===== config.mk =====
export PLATFORM = sky130hd
export DESIGN_NAME = note_tone_gen_flat
export DESIGN_NICKNAME = d
export VERILOG_FILES = /design/src/rtl/note_tone_gen_if.sv /design/src/rtl/note_tone_gen.sv /design/src/flat_wrapper.sv
export SDC_FILE = /design/constraint.sdc
export NUM_CORES = 1
export LEC_CHECK = 0
export BUFFER_PORTS_ARGS = -buffer_cell sky130_fd_sc_hd__buf_2
export CAP_MARGIN = 20
export CORE_MARGIN = 8
export CORE_UTILIZATION = 45
export DETAILED_ROUTE_END_ITERATION = 12
export SLEW_MARGIN = 20
export SYNTH_ARGS = -nofsm -noshare
export SYNTH_HDL_FRONTEND = slang
export SYNTH_SLANG_ARGS = --single-unit

===== constraint.sdc =====
create_clock -name clk -period 4 [get_ports clk]
set_input_delay 0.2 -clock clk [delete_from_list [all_inputs] [get_ports clk]]
set_output_delay 0.2 -clock clk [all_outputs]
set_load 0.02 [all_outputs]

===== src/rtl/note_tone_gen_if.sv =====
// Note/tone interface: the decoder drives the key state, the tone generator returns its outputs.
interface note_tone_gen_if;
  logic [3:0] note_1;
  logic [3:0] note_2;
  logic       multi;
  logic       key_on;
  logic       tone_o;
  logic [3:0] note_o;
  logic       arp_sel_o;
  logic       playing_o;

  modport master (
    output note_1, note_2, multi, key_on,
    input  tone_o, note_o, arp_sel_o, playing_o
  );

  modport slave (
    input  note_1, note_2, multi, key_on,
    output tone_o, note_o, arp_sel_o, playing_o
  );
endinterface


===== src/rtl/note_tone_gen.sv =====
// Square-wave tone generator. Plays note_1 while keys are held and arpeggiates between
// note_1 and note_2 when more than one key is down. Codes 14/15 are silent.
module note_tone_gen #(
  parameter int unsigned ARP_TICKS = 1_000_000,
  parameter int unsigned SIM_SCALE = 0
) (
  input  logic            clk,
  input  logic            n_rst,
  note_tone_gen_if.slave  bus
);

  localparam int unsigned ArpW = $clog2(ARP_TICKS);

  typedef enum logic [1:0] {StIdle, StPlay1, StPlay2} state_e;

  state_e            state_q;
  logic [14:0]       div_cnt_q;
  logic [ArpW-1:0]   arp_cnt_q;
  logic              tone_q;
  logic [3:0]        note_q;
  logic              arp_sel_q;
  logic              playing_q;

  // Half-period in clocks for a note code, scaled down for simulation, never below 1.
  function automatic logic [14:0] half_of(input logic [3:0] code);
    logic [14:0] rom;
    logic [14:0] scaled;
    case (code)
      4'd0:    rom = 15'd19111;
      4'd1:    rom = 15'd18039;
      4'd2:    rom = 15'd17026;
      4'd3:    rom = 15'd16070;
      4'd4:    rom = 15'd15169;
      4'd5:    rom = 15'd14317;
      4'd6:    rom = 15'd13514;
      4'd7:    rom = 15'd12755;
      4'd8:    rom = 15'd12039;
      4'd9:    rom = 15'd11364;
      4'd10:   rom = 15'd10726;
      4'd11:   rom = 15'd10124;
      4'd12:   rom = 15'd9556;
      4'd13:   rom = 15'd9019;
      default: rom = 15'd1;
    endcase
    scaled = rom >> SIM_SCALE;
    return (scaled == 15'd0) ? 15'd1 : scaled;
  endfunction

  logic [3:0]  cur_in;
  logic [3:0]  other_in;
  logic [14:0] half;
  logic        arp_last;
  logic        arp_switch;

  // Decode the note being tracked, the divider limit and the arpeggio switch condition.
  always_comb begin
    cur_in     = (state_q == StPlay2) ? bus.note_2 : bus.note_1;
    other_in   = (state_q == StPlay1) ? bus.note_2 : bus.note_1;
    half       = half_of(note_q);
    arp_last   = (arp_cnt_q == ArpW'(ARP_TICKS - 1));
    // Multi drop outranks arp expiry in PLAY_2; both lead back to PLAY_1.
    arp_switch = ((state_q == StPlay1) && bus.multi && arp_last) ||
                 ((state_q == StPlay2) && (!bus.multi || arp_last));
  end

  // FSM, divider, arpeggio counter and registered outputs.
  always_ff @(posedge clk or negedge n_rst) begin
    if (!n_rst) begin
      state_q   <= StIdle;
      div_cnt_q <= '0;
      arp_cnt_q <= '0;
      tone_q    <= 1'b0;
      note_q    <= 4'd0;
      arp_sel_q <= 1'b0;
      playing_q <= 1'b0;
    end else begin
      case (state_q)
        StIdle: begin
          if (bus.key_on) begin
            state_q   <= StPlay1;
            note_q    <= bus.note_1;
            tone_q    <= (bus.note_1 < 4'd14);
            playing_q <= 1'b1;
            arp_sel_q <= 1'b0;
            div_cnt_q <= '0;
            arp_cnt_q <= '0;
          end
        end
        default: begin
          if (!bus.key_on) begin
            // Release wins over every other event; note_q keeps the last code.
            state_q   <= StIdle;
            tone_q    <= 1'b0;
            playing_q <= 1'b0;
            arp_sel_q <= 1'b0;
            div_cnt_q <= '0;
            arp_cnt_q <= '0;
          end else if (arp_switch) begin
            state_q   <= (state_q == StPlay1) ? StPlay2 : StPlay1;
            arp_sel_q <= (state_q == StPlay1);
            note_q    <= other_in;
            tone_q    <= (other_in < 4'd14);
            div_cnt_q <= '0;
            arp_cnt_q <= '0;
          end else begin
            arp_cnt_q <= bus.multi ? arp_cnt_q + ArpW'(1) : '0;
            if (cur_in != note_q) begin
              // Follow a live note change without disturbing the arpeggio timing.
              note_q    <= cur_in;
              tone_q    <= (cur_in < 4'd14);
              div_cnt_q <= '0;
            end else if (note_q >= 4'd14) begin
              tone_q    <= 1'b0;
              div_cnt_q <= '0;
            end else if (div_cnt_q == half - 15'd1) begin
              div_cnt_q <= '0;
              tone_q    <= ~tone_q;
            end else begin
              div_cnt_q <= div_cnt_q + 15'd1;
            end
          end
        end
      endcase
    end
  end

  assign bus.tone_o    = tone_q;
  assign bus.note_o    = note_q;
  assign bus.arp_sel_o = arp_sel_q;
  assign bus.playing_o = playing_q;

endmodule


===== src/flat_wrapper.sv =====
// flat-port wrapper written by rule: the top's interface ports become plain ports
module note_tone_gen_flat 
#(
  parameter int unsigned ARP_TICKS = 1_000_000,
  parameter int unsigned SIM_SCALE = 0
)
  (clk, n_rst, bus_note_1, bus_note_2, bus_multi, bus_key_on, bus_tone_o, bus_note_o, bus_arp_sel_o, bus_playing_o);
  note_tone_gen_if bus_i ();
  input  logic clk;
  input  logic n_rst;
  input wire logic [$bits(bus_i.note_1)-1:0] bus_note_1;
  input wire logic [$bits(bus_i.note_2)-1:0] bus_note_2;
  input wire logic [$bits(bus_i.multi)-1:0] bus_multi;
  input wire logic [$bits(bus_i.key_on)-1:0] bus_key_on;
  output wire logic [$bits(bus_i.tone_o)-1:0] bus_tone_o;
  output wire logic [$bits(bus_i.note_o)-1:0] bus_note_o;
  output wire logic [$bits(bus_i.arp_sel_o)-1:0] bus_arp_sel_o;
  output wire logic [$bits(bus_i.playing_o)-1:0] bus_playing_o;
  assign bus_i.note_1 = bus_note_1;
  assign bus_i.note_2 = bus_note_2;
  assign bus_i.multi = bus_multi;
  assign bus_i.key_on = bus_key_on;
  assign bus_tone_o = bus_i.tone_o;
  assign bus_note_o = bus_i.note_o;
  assign bus_arp_sel_o = bus_i.arp_sel_o;
  assign bus_playing_o = bus_i.playing_o;
  note_tone_gen #(.ARP_TICKS(ARP_TICKS), .SIM_SCALE(SIM_SCALE)) u_core (.clk(clk), .n_rst(n_rst), .bus(bus_i));
endmodule

# After elaboration in Yosys (flattened, before gate mapping)
# Memory sizes are Yosys's and may differ from the RTL's.
# Index checks and enable logic that the tools add are counted.
[classes]
add_sub_neg = 3
n_lt_le_gt_ge = 4
n_eq_ne = 9
muxes = 39
bitwise = 1
n_reduce_logical = 13
[op_table]
columns = ["op", "n"]
rows = [
  ["15-bit 2-to-1 mux", 8],
  ["20-bit 2-to-1 mux", 5],
  ["4-bit 2-to-1 mux", 7],
  ["20-bit by 1-bit adder with 20-bit output, second input constant", 1],
  ["20-bit equality test, second input constant", 1],
  ["15-bit by 1-bit adder with 15-bit output, second input constant", 1],
  ["15-bit equality test", 1],
  ["15-bit zero test", 1],
  ["15-bit by 1-bit subtractor with 15-bit output, second input constant", 1],
  ["1-bit 2-to-1 mux", 14],
  ["4-bit < comparator, second input constant", 3],
  ["2-bit 2-to-1 mux", 5],
  ["2-bit AND reduction", 4],
  ["6-bit by 1-bit != test with 1-bit output, second input constant", 1],
  ["4-bit >= comparator, second input constant", 1],
  ["4-bit != test", 1],
  ["1-bit logical AND", 3],
  ["3-bit by 1-bit != test with 1-bit output, second input constant", 1],
  ["3-bit nonzero test", 1],
  ["2-bit by 1-bit equality test with 1-bit output, second input constant", 1],
  ["2-bit equality test, second input constant", 1],
  ["2-bit zero test", 1],
  ["1-bit logical OR", 2],
  ["2-bit by 1-bit != test with 1-bit output, second input constant", 1],
  ["other kinds (3)", 3],
]
[word_totals]
regBits = 44
rom_bits = 240
input_bits = 12
output_inout_bits = 7
word_cells = 77
memories = 1
[mem_list]
columns = ["memory", "words", "word_bits", "rd", "rd_ports_with_merged_regs", "write_ports", "line", "text"]
rows = [
  ["(no name shown)", 16, 15, 1, 0, 0, "note_tone_gen.sv:28", "case (code)"],
]

# Depth between registers and ports, before layout
# Gate-level depths: netlist (run 1).
# An unclocked memory read counts as a cell.
[logic_depth]
ltp_word = 11
mapped_depth = 15
depth_no_buf = 13

# Worst setup path after synthesis (run 1)
# No wires, ideal clock.
[synth_path]
kind = "register to register"
start = "register u_core.note_q[1] (netlist: u_core.bus.note_o[1])"
end = "register u_core.tone_q (netlist: u_core.bus.tone_o)"
arrival_time_ns = 3.137
required_time_ns = 3.875
slack_ns = 0.738
path_stages_with_launch = 12
path_buffers = 0
period_less_slack_ns = 3.262
path_cell_list = "dfrtp_1 inv_1 ha_1 mux4_2 ha_1 xnor2_1 xnor2_1 nand4_1 and4b_4 nand2_1 a31oi_1 mux2_2"
[synth_via]
elab_chain_cells = 7
word_cells_on_any_way = 14
classes_between = "add/sub: 1; order compare: 1; eq/ne: 3; mux: 6; reduce/logical: 2; memory: 1"
[synth_rtl]
columns = ["item", "line", "text"]
rows = [
  ["start, declared", "note_tone_gen.sv:20", "logic [3:0] note_q;"],
  ["start signal, assigned", "note_tone_gen.sv:81", "note_q <= bus.note_1;"],
  ["start signal, assigned", "note_tone_gen.sv:101", "note_q <= other_in;"],
  ["start signal, assigned", "note_tone_gen.sv:109", "note_q <= cur_in;"],
  ["memory 16 x 15 bit", "--", ""],
  ["15-bit zero test", "note_tone_gen.sv:46", "return (scaled == 15'd0) ? 15'd1 : scaled;"],
  ["15-bit 2-to-1 mux", "note_tone_gen.sv:46", ""],
  ["15-bit by 1-bit subtractor with 15-bit output", "note_tone_gen.sv:115", "end else if (div_cnt_q == half - 15'd1) begin"],
  ["15-bit equality test", "note_tone_gen.sv:115", ""],
  ["6-bit by 1-bit != test with 1-bit output (no line)", "--", ""],
  ["2-bit AND reduction (no line)", "--", ""],
  ["end signal, assigned", "note_tone_gen.sv:102", "tone_q <= (other_in < 4'd14);"],
  ["end signal, assigned", "note_tone_gen.sv:110", "tone_q <= (cur_in < 4'd14);"],
  ["end signal, assigned", "note_tone_gen.sv:117", "tone_q <= ~tone_q;"],
  ["end, declared", "note_tone_gen.sv:19", "logic tone_q;"],
]
# Several ways; a longest one is shown, not always the timed one.
# A chain may end at the register's enable or synchronous reset.

# Final worst setup path (run 1)
[layout_path]
start = "register u_core.note_q[0] (netlist: u_core.bus.note_o[0])"
end = "register u_core.tone_q (netlist: u_core.bus.tone_o)"
# Same word-level chain as after synthesis.

==> results_dict.tcl, run 1 <==
set metrics [dict create \
    status "completed" \
    cp_max_fo 10 \
    post-route-util_pct 48.5 \
    drv_cap 0 \
    end_kind "flop" \
    period_needed_ps 3490 \
    first_pass_iters 5 \
    pwr-share-seq_pct 28.6 \
    wl_met3_microns 242 \
    cts_setup_buffers 0 \
    drc 0 \
    p_leak_nw 1.59 \
    clock_latency_ps 300 \
    postRouteAntennaNets 0 \
    power.density_nw_per_um2 528 \
    rsz0062_at_grt "no" \
    top_layer_used "met4" \
    pin_count 19 \
    hp-class "in -> reg" \
    start_util_pct 46.2 \
    port_buffers 18 \
    die_y_microns 105 \
    antenna_found_initial 0 \
    fill_cells 803 \
    fin_crit_sh_pct 87.3 \
    multi_input_area_sq_um 2260 \
    via_count 3253 \
    worstSetupPathType "reg -> reg" \
    h-tree-depth 2 \
    critPathLaunchType "flop" \
    num_rows 32 \
    p_sw_share_pct 46.7 \
    synth_edf_count 0 \
    ys_warn_count 0 \
    r2r_cells 11 \
    critical_path_required_ps 4180 \
    seq_area_frac_synth_pct 30.1 \
    wl_met2_mm 4.03 \
    hold_path_depth 3 \
    worst_slew_pin_slew_ps 719 \
    track_usage_pct 15.8 \
    p_switching_mw 0.924 \
    wl_per_cell_microns 15.3 \
    hold_viol 0 \
    synth_async_sr_flop_share_pct 100 \
    setup-violations-final 0 \
    die_x_microns 105 \
    root_buffer "clkbuf_8" \
    nets 470 \
    r2r_slack_ps 510 \
    arrival_ps 3670 \
    p_total_mw 1.98 \
    holdPathEnd "u_core.bus.note_o[0]" \
    ys_seq_elements 43 \
    synth_cells 444 \
    power.share.clock_pct 14.1 \
    synth-main-ff-cell "dfrtp_1" \
    synthToLayoutAreaGrowth_pct 4.98 \
    gp_congestion 0.868 \
    drt_wl_total_mm 8.40 \
    regArea_sq_um 1080 \
    synth_cell_type_count 61 \
    dieArea_sq_um 11000 \
    wl_met1_mm 3.97 \
    slew_viol_final 0 \
    place_hpwl_mm 6.00 \
    antenna_cells 0 \
    postPlaceCellArea_sq_um 3650 \
    final_cell_mix "54 x o21ai_0, 49 x nand2_1, 43 x dfrtp_1" \
    grt_max_degree 44 \
    drive_gt1_share_pct 12.5 \
    crit_start "u_core.bus.note_o[0]" \
    skew_ps 10.6 \
    via_per_inst 5.93 \
    syn_area_sq_um 3570 \
    drt_iter0_drc 121 \
    grt_pass1_wl_mm 14.8 \
    final_common_cell "o21ai_0" \
    rr_endpoint "u_core.bus.tone_o" \
    p_comb_share_pct 57.3 \
    first_global_vias 3088 \
    overflow 0 \
    avgSynthCellArea_sq_um 8.04 \
    p_int_mw 1.06 \
    hp-start "bus_note_2[0]" \
    rr_startpoint "u_core.bus.note_o[0]" \
    peakVddDrop_mv 0.367 \
    fmax_mhz 287 \
    fin_area_sq_um 3750 \
    tns_ps 0 \
    clkTransAtPathRegs_ps 90 \
    cts.sinks 43 \
    numCtsBuffers 5 \
    mappedNetlistNets 468 \
    core_sq_um 7730 \
    cts.path.max_buffers 2 \
    cts_tree "done" \
    maxSlewHeadroom_pct 52.0 \
]
## worst max-delay path, cell delays in order (launching register included)
cell     delay [ps]
dfrtp_1         540
inv_1           180
ha_1            320
mux4_2          550
ha_1            330
xor2_1          180
o21ai_0         110
nor4_1          220
and4b_4         310
nand2_1          90
a31oi_1         200
mux2_2          350
## sequential cells by signal (all words and copies together), names as in the netlist
name / flops
u_core.arp_cnt_q: 20
u_core.bus.note_o: 4
u_core.bus.playing_o: 1
u_core.bus.tone_o: 1
u_core.div_cnt_q: 15
u_core.state_q: 2
## power by group through the flow
stage / sequential, mW / combinational, mW / clock [mW]
3_5_place_dp: 0.575 / 1.13 / 0
3_3_place_gp: 0.573 / 1.12 / 0
5_1_grt: 0.582 / 1.27 / 0.305
2_1_floorplan: 0.554 / 0.950 / 0
6_report: 0.566 / 1.13 / 0.279
4_1_cts: 0.566 / 1.13 / 0.294
## area by class of cell
| cell class | instances | area share, % |
|---|---|---|
| clock buffers | 6 | 1.94 |
| clock inverters | 2 | 0.334 |
| repair buffers | 25 | 3.94 |
| multi-input cells | 357 | 60.3 |
| well taps | 102 | 3.40 |
| flip-flops and latches | 43 | 28.7 |
| inverters | 14 | 1.40 |
## cells in the mapped netlist, types with 12 or more instances
library cell   n  area [sq um]
and3_1        17           106
dfrtp_1       43          1080
nand3_1       21           105
a31oi_1       14          87.6
nand2_1       49           184
o21ai_0       54           270
a21oi_1       23           115
nor2_1        33           124
inv_1         13          48.8
ha_1          12           150
## kinds of logic after synthesis
kind of cell,count (synthesis),synth area share (%)
adder cells (fa/ha/maj),12,4.20
flip-flops,43,30.1
AO/OA/AOI/OAI,138,24.5
AND/OR/NAND/NOR,173,25.1
multiplexers,18,5.61
buffers and inverters,44,6.59
XOR/XNOR,16,3.92
## worst max-delay path by stage
stage	endpoint	slack, ps	depth (start not counted)
after global placement	u_core.bus.tone_o	600	11
after global routing	u_core.div_cnt_q[7]	240	11
after detailed placement	u_core.bus.tone_o	510	11
final	u_core.bus.tone_o	510	11
after CTS	u_core.bus.tone_o	490	11
after floorplan	u_core.bus.tone_o	740	11
## what timing repair did
item | CTS | global route
gates resized for setup | 0 | 0
hold endpoints to repair | 0 | 43
hold buffers | 0 | 1
## layer usage
layer | GRT usage, % | vias up
met5 | 0 | -
met4 | 5.50 | 0
met3 | 2.64 | 10
met2 | 25.8 | 57
met1 | 20.6 | 1564
li1 | - | 1622
## per-stage QoR
| step | worst slack, ps | hold WS [ps] | instances |
|---|---|---|---|
| floorplan | 738 | -95.6 | 444 |
| global placement | 603 | 435 | 540 |
| detailed placement | 514 | 449 | 540 |
| CTS | 494 | 115 | 548 |
| global route | 244 | 263 | 549 |
| finish | 510 | 202 | 549 |
Note: power is estimated with default switching activity, not from simulation.
==> inputs of run 2 (changes only) <==
clock period = 3 ns   (was 4 ns; I/O delays follow)
==> run 2 against run 1 <==
Compared with the run above: core utilization rose by 4.5 points; sequential power rose by 22%; setup slack got worse by 440 ps; power rose by 47%; critical path depth rose by 2; first-iteration DRC count fell by 5.8%; cell area rose by 9.2%; global-route usage rose by 0.53 points.
==> results_dict.tcl, run 2 (synthesized netlist as in run 1, its figures left out) <==
set metrics [dict create \
    critical-path-slowest-cell "mux4_2" \
    multi_input_area_sq_um 2360 \
    final_cell_mix "49 x o21ai_0, 48 x nand2_1, 41 x dfrtp_1" \
    cts.sinks 43 \
    largest_reg_flops 20 \
    rr_endpoint "u_core.div_cnt_q[14]" \
    critPathLaunchType "flop" \
    peakVddDrop_mv 0.445 \
    fin_crit_sh_pct 97.7 \
    first_global_vias 3168 \
    cts.path.max_buffers 2 \
    die_y_microns 105 \
    rsz0062_at_grt "yes" \
    worst_slew_pin_slew_ps 574 \
    via_count 3349 \
    fmax_mhz 341 \
    die_x_microns 105 \
    p_total_mw 2.91 \
    power.density_nw_per_um2 710 \
    clkTransAtPathRegs_ps 80 \
    place_hpwl_mm 6.29 \
    status "completed" \
    r2r_slack_ps 70 \
    overflow 0 \
    skew_ps 5.43 \
    via_per_inst 5.89 \
    dieArea_sq_um 11000 \
    drv_cap 0 \
    fin_area_sq_um 4090 \
    arrival_ps 3120 \
    drive_gt1_share_pct 20.8 \
    setup_ws_ps 70.5 \
    num_rows 32 \
    root_buffer "clkbuf_8" \
    hp-start "bus_note_2[0]" \
    holdPathEnd "u_core.bus.note_o[0]" \
    first_pass_iters 4 \
    worstSetupPathType "reg -> reg" \
    numCtsBuffers 5 \
    rr_startpoint "u_core.bus.note_o[1]" \
    gp_congestion 0.862 \
    place_ws_ps -106 \
    critical_path_required_ps 3190 \
    drc 0 \
    pin_count 19 \
    regArea_sq_um 1080 \
    postRouteAntennaNets 0 \
    path_cells "inv_4 > ha_4 > inv_2 > mux4_2 > ha_4 > xor2_1 > o21ai_1 > nor4_2 > and4b_4 > a21oi_4 > buf_12 > a21o_1 > a22o_1" \
    track_usage_pct 16.3 \
    postPlaceCellArea_sq_um 3780 \
    setup-violations-final 0 \
    fill_cells 738 \
    post-route-util_pct 53.0 \
    maxSlewHeadroom_pct 61.7 \
    grt_max_degree 45 \
    r2r_cells 13 \
    drt_wl_total_mm 8.94 \
    cts_tree "done" \
    max_stage_delay_ps 500 \
    synthToLayoutAreaGrowth_pct 14.6 \
    slew_viol_final 0 \
    start_util_pct 46.2 \
    grt_pass1_wl_mm 15.1 \
    hold_viol 0 \
    port_buffers 18 \
    hp-class "in -> reg" \
    cpMostUsedCell "ha_4" \
    core_sq_um 7730 \
    cp_max_fo 7 \
    wl_per_cell_microns 15.7 \
    h-tree-depth 2 \
    drt_iter0_drc 114 \
    period_needed_ps 2930 \
    nets 491 \
    tns_ps 0 \
    hold_path_depth 3 \
    end_kind "flop" \
    p_leak_nw 1.73 \
    crit_start "u_core.bus.note_o[1]" \
    regMostFlops "u_core.arp_cnt_q" \
    antenna_found_initial 0 \
    clock_latency_ps 300 \
    antenna_cells 0 \
    final_common_cell "o21ai_0" \
]
[run 2: cell types whose count changed in the layout (fill, tap and decap cells not counted), sizes merged]
cell,delta
buf,+21
clkinvlp,-1
[run 2: what timing repair did]
action | 4_1_cts | 5_1_grt
pin swaps | 6 | 9
setup endpoints to repair | 7 | 16
hold buffers | 0 | 1
resized for setup | 10 | 18
gates cloned | 2 | 0
hold endpoints to repair | 0 | 43
buffers inserted | 3 | 3
[run 2: critical path, delay by kind of cell (launching register included)]
family | cells | cell delay (ps)
AOI/OAI and AO/OA | 4 | 530
muxes | 1 | 500
and+or+nand+nor | 2 | 460
DFF | 1 | 450
adders and majority gates | 2 | 430
buffers and inverters | 3 | 280
xor gates and xnor gates | 1 | 170
[run 2: worst max-delay path by stage]
| stage | cells past startpoint | slack, ps | end |
|---|---|---|---|
| after floorplan | 11 | 2 | u_core.bus.tone_o |
| after global placement | 12 | 110 | u_core.bus.tone_o |
| after detailed placement | 12 | -110 | u_core.bus.tone_o |
| after CTS | 12 | -20 | u_core.bus.tone_o |
| after global routing | 13 | -40 | u_core.div_cnt_q[14] |
| final | 13 | 70 | u_core.div_cnt_q[14] |
[run 2: routing by layer]
metal | up-vias | part of all wire [%] | track usage, %
met3 | 15 | 3.0 | 2.70
met1 | 1625 | 47 | 20.7
met5 | - | 0 | 0
met2 | 55 | 48 | 27.2
li1 | 1654 | - | -
met4 | 0 | 2.2 | 6.12
[run 2: through the flow]
stage / instances / hold WS [ps]
5_1_grt: 569 / 224
2_1_floorplan: 444 / -146
3_3_place_gp: 553 / 393
3_5_place_dp: 553 / 389
6_report: 569 / 185
4_1_cts: 565 / 64.1
[run 2: power by group]
part	total [mW]	internal, mW	switching [mW]
logic	1.84	0.782	1.06
registers	0.691	0.632	0.0586
clock network	0.379	0.181	0.198
total	2.91	1.60	1.31
[run 2: layout make-up]
type,count,share of cell area [%]
clock buffers,6,2.02
flip-flops and latches,43,26.3
multi-input cells,357,57.5
well taps,102,3.12
inverters,14,1.41
clock inverters,1,0.122
repair buffers,46,9.44
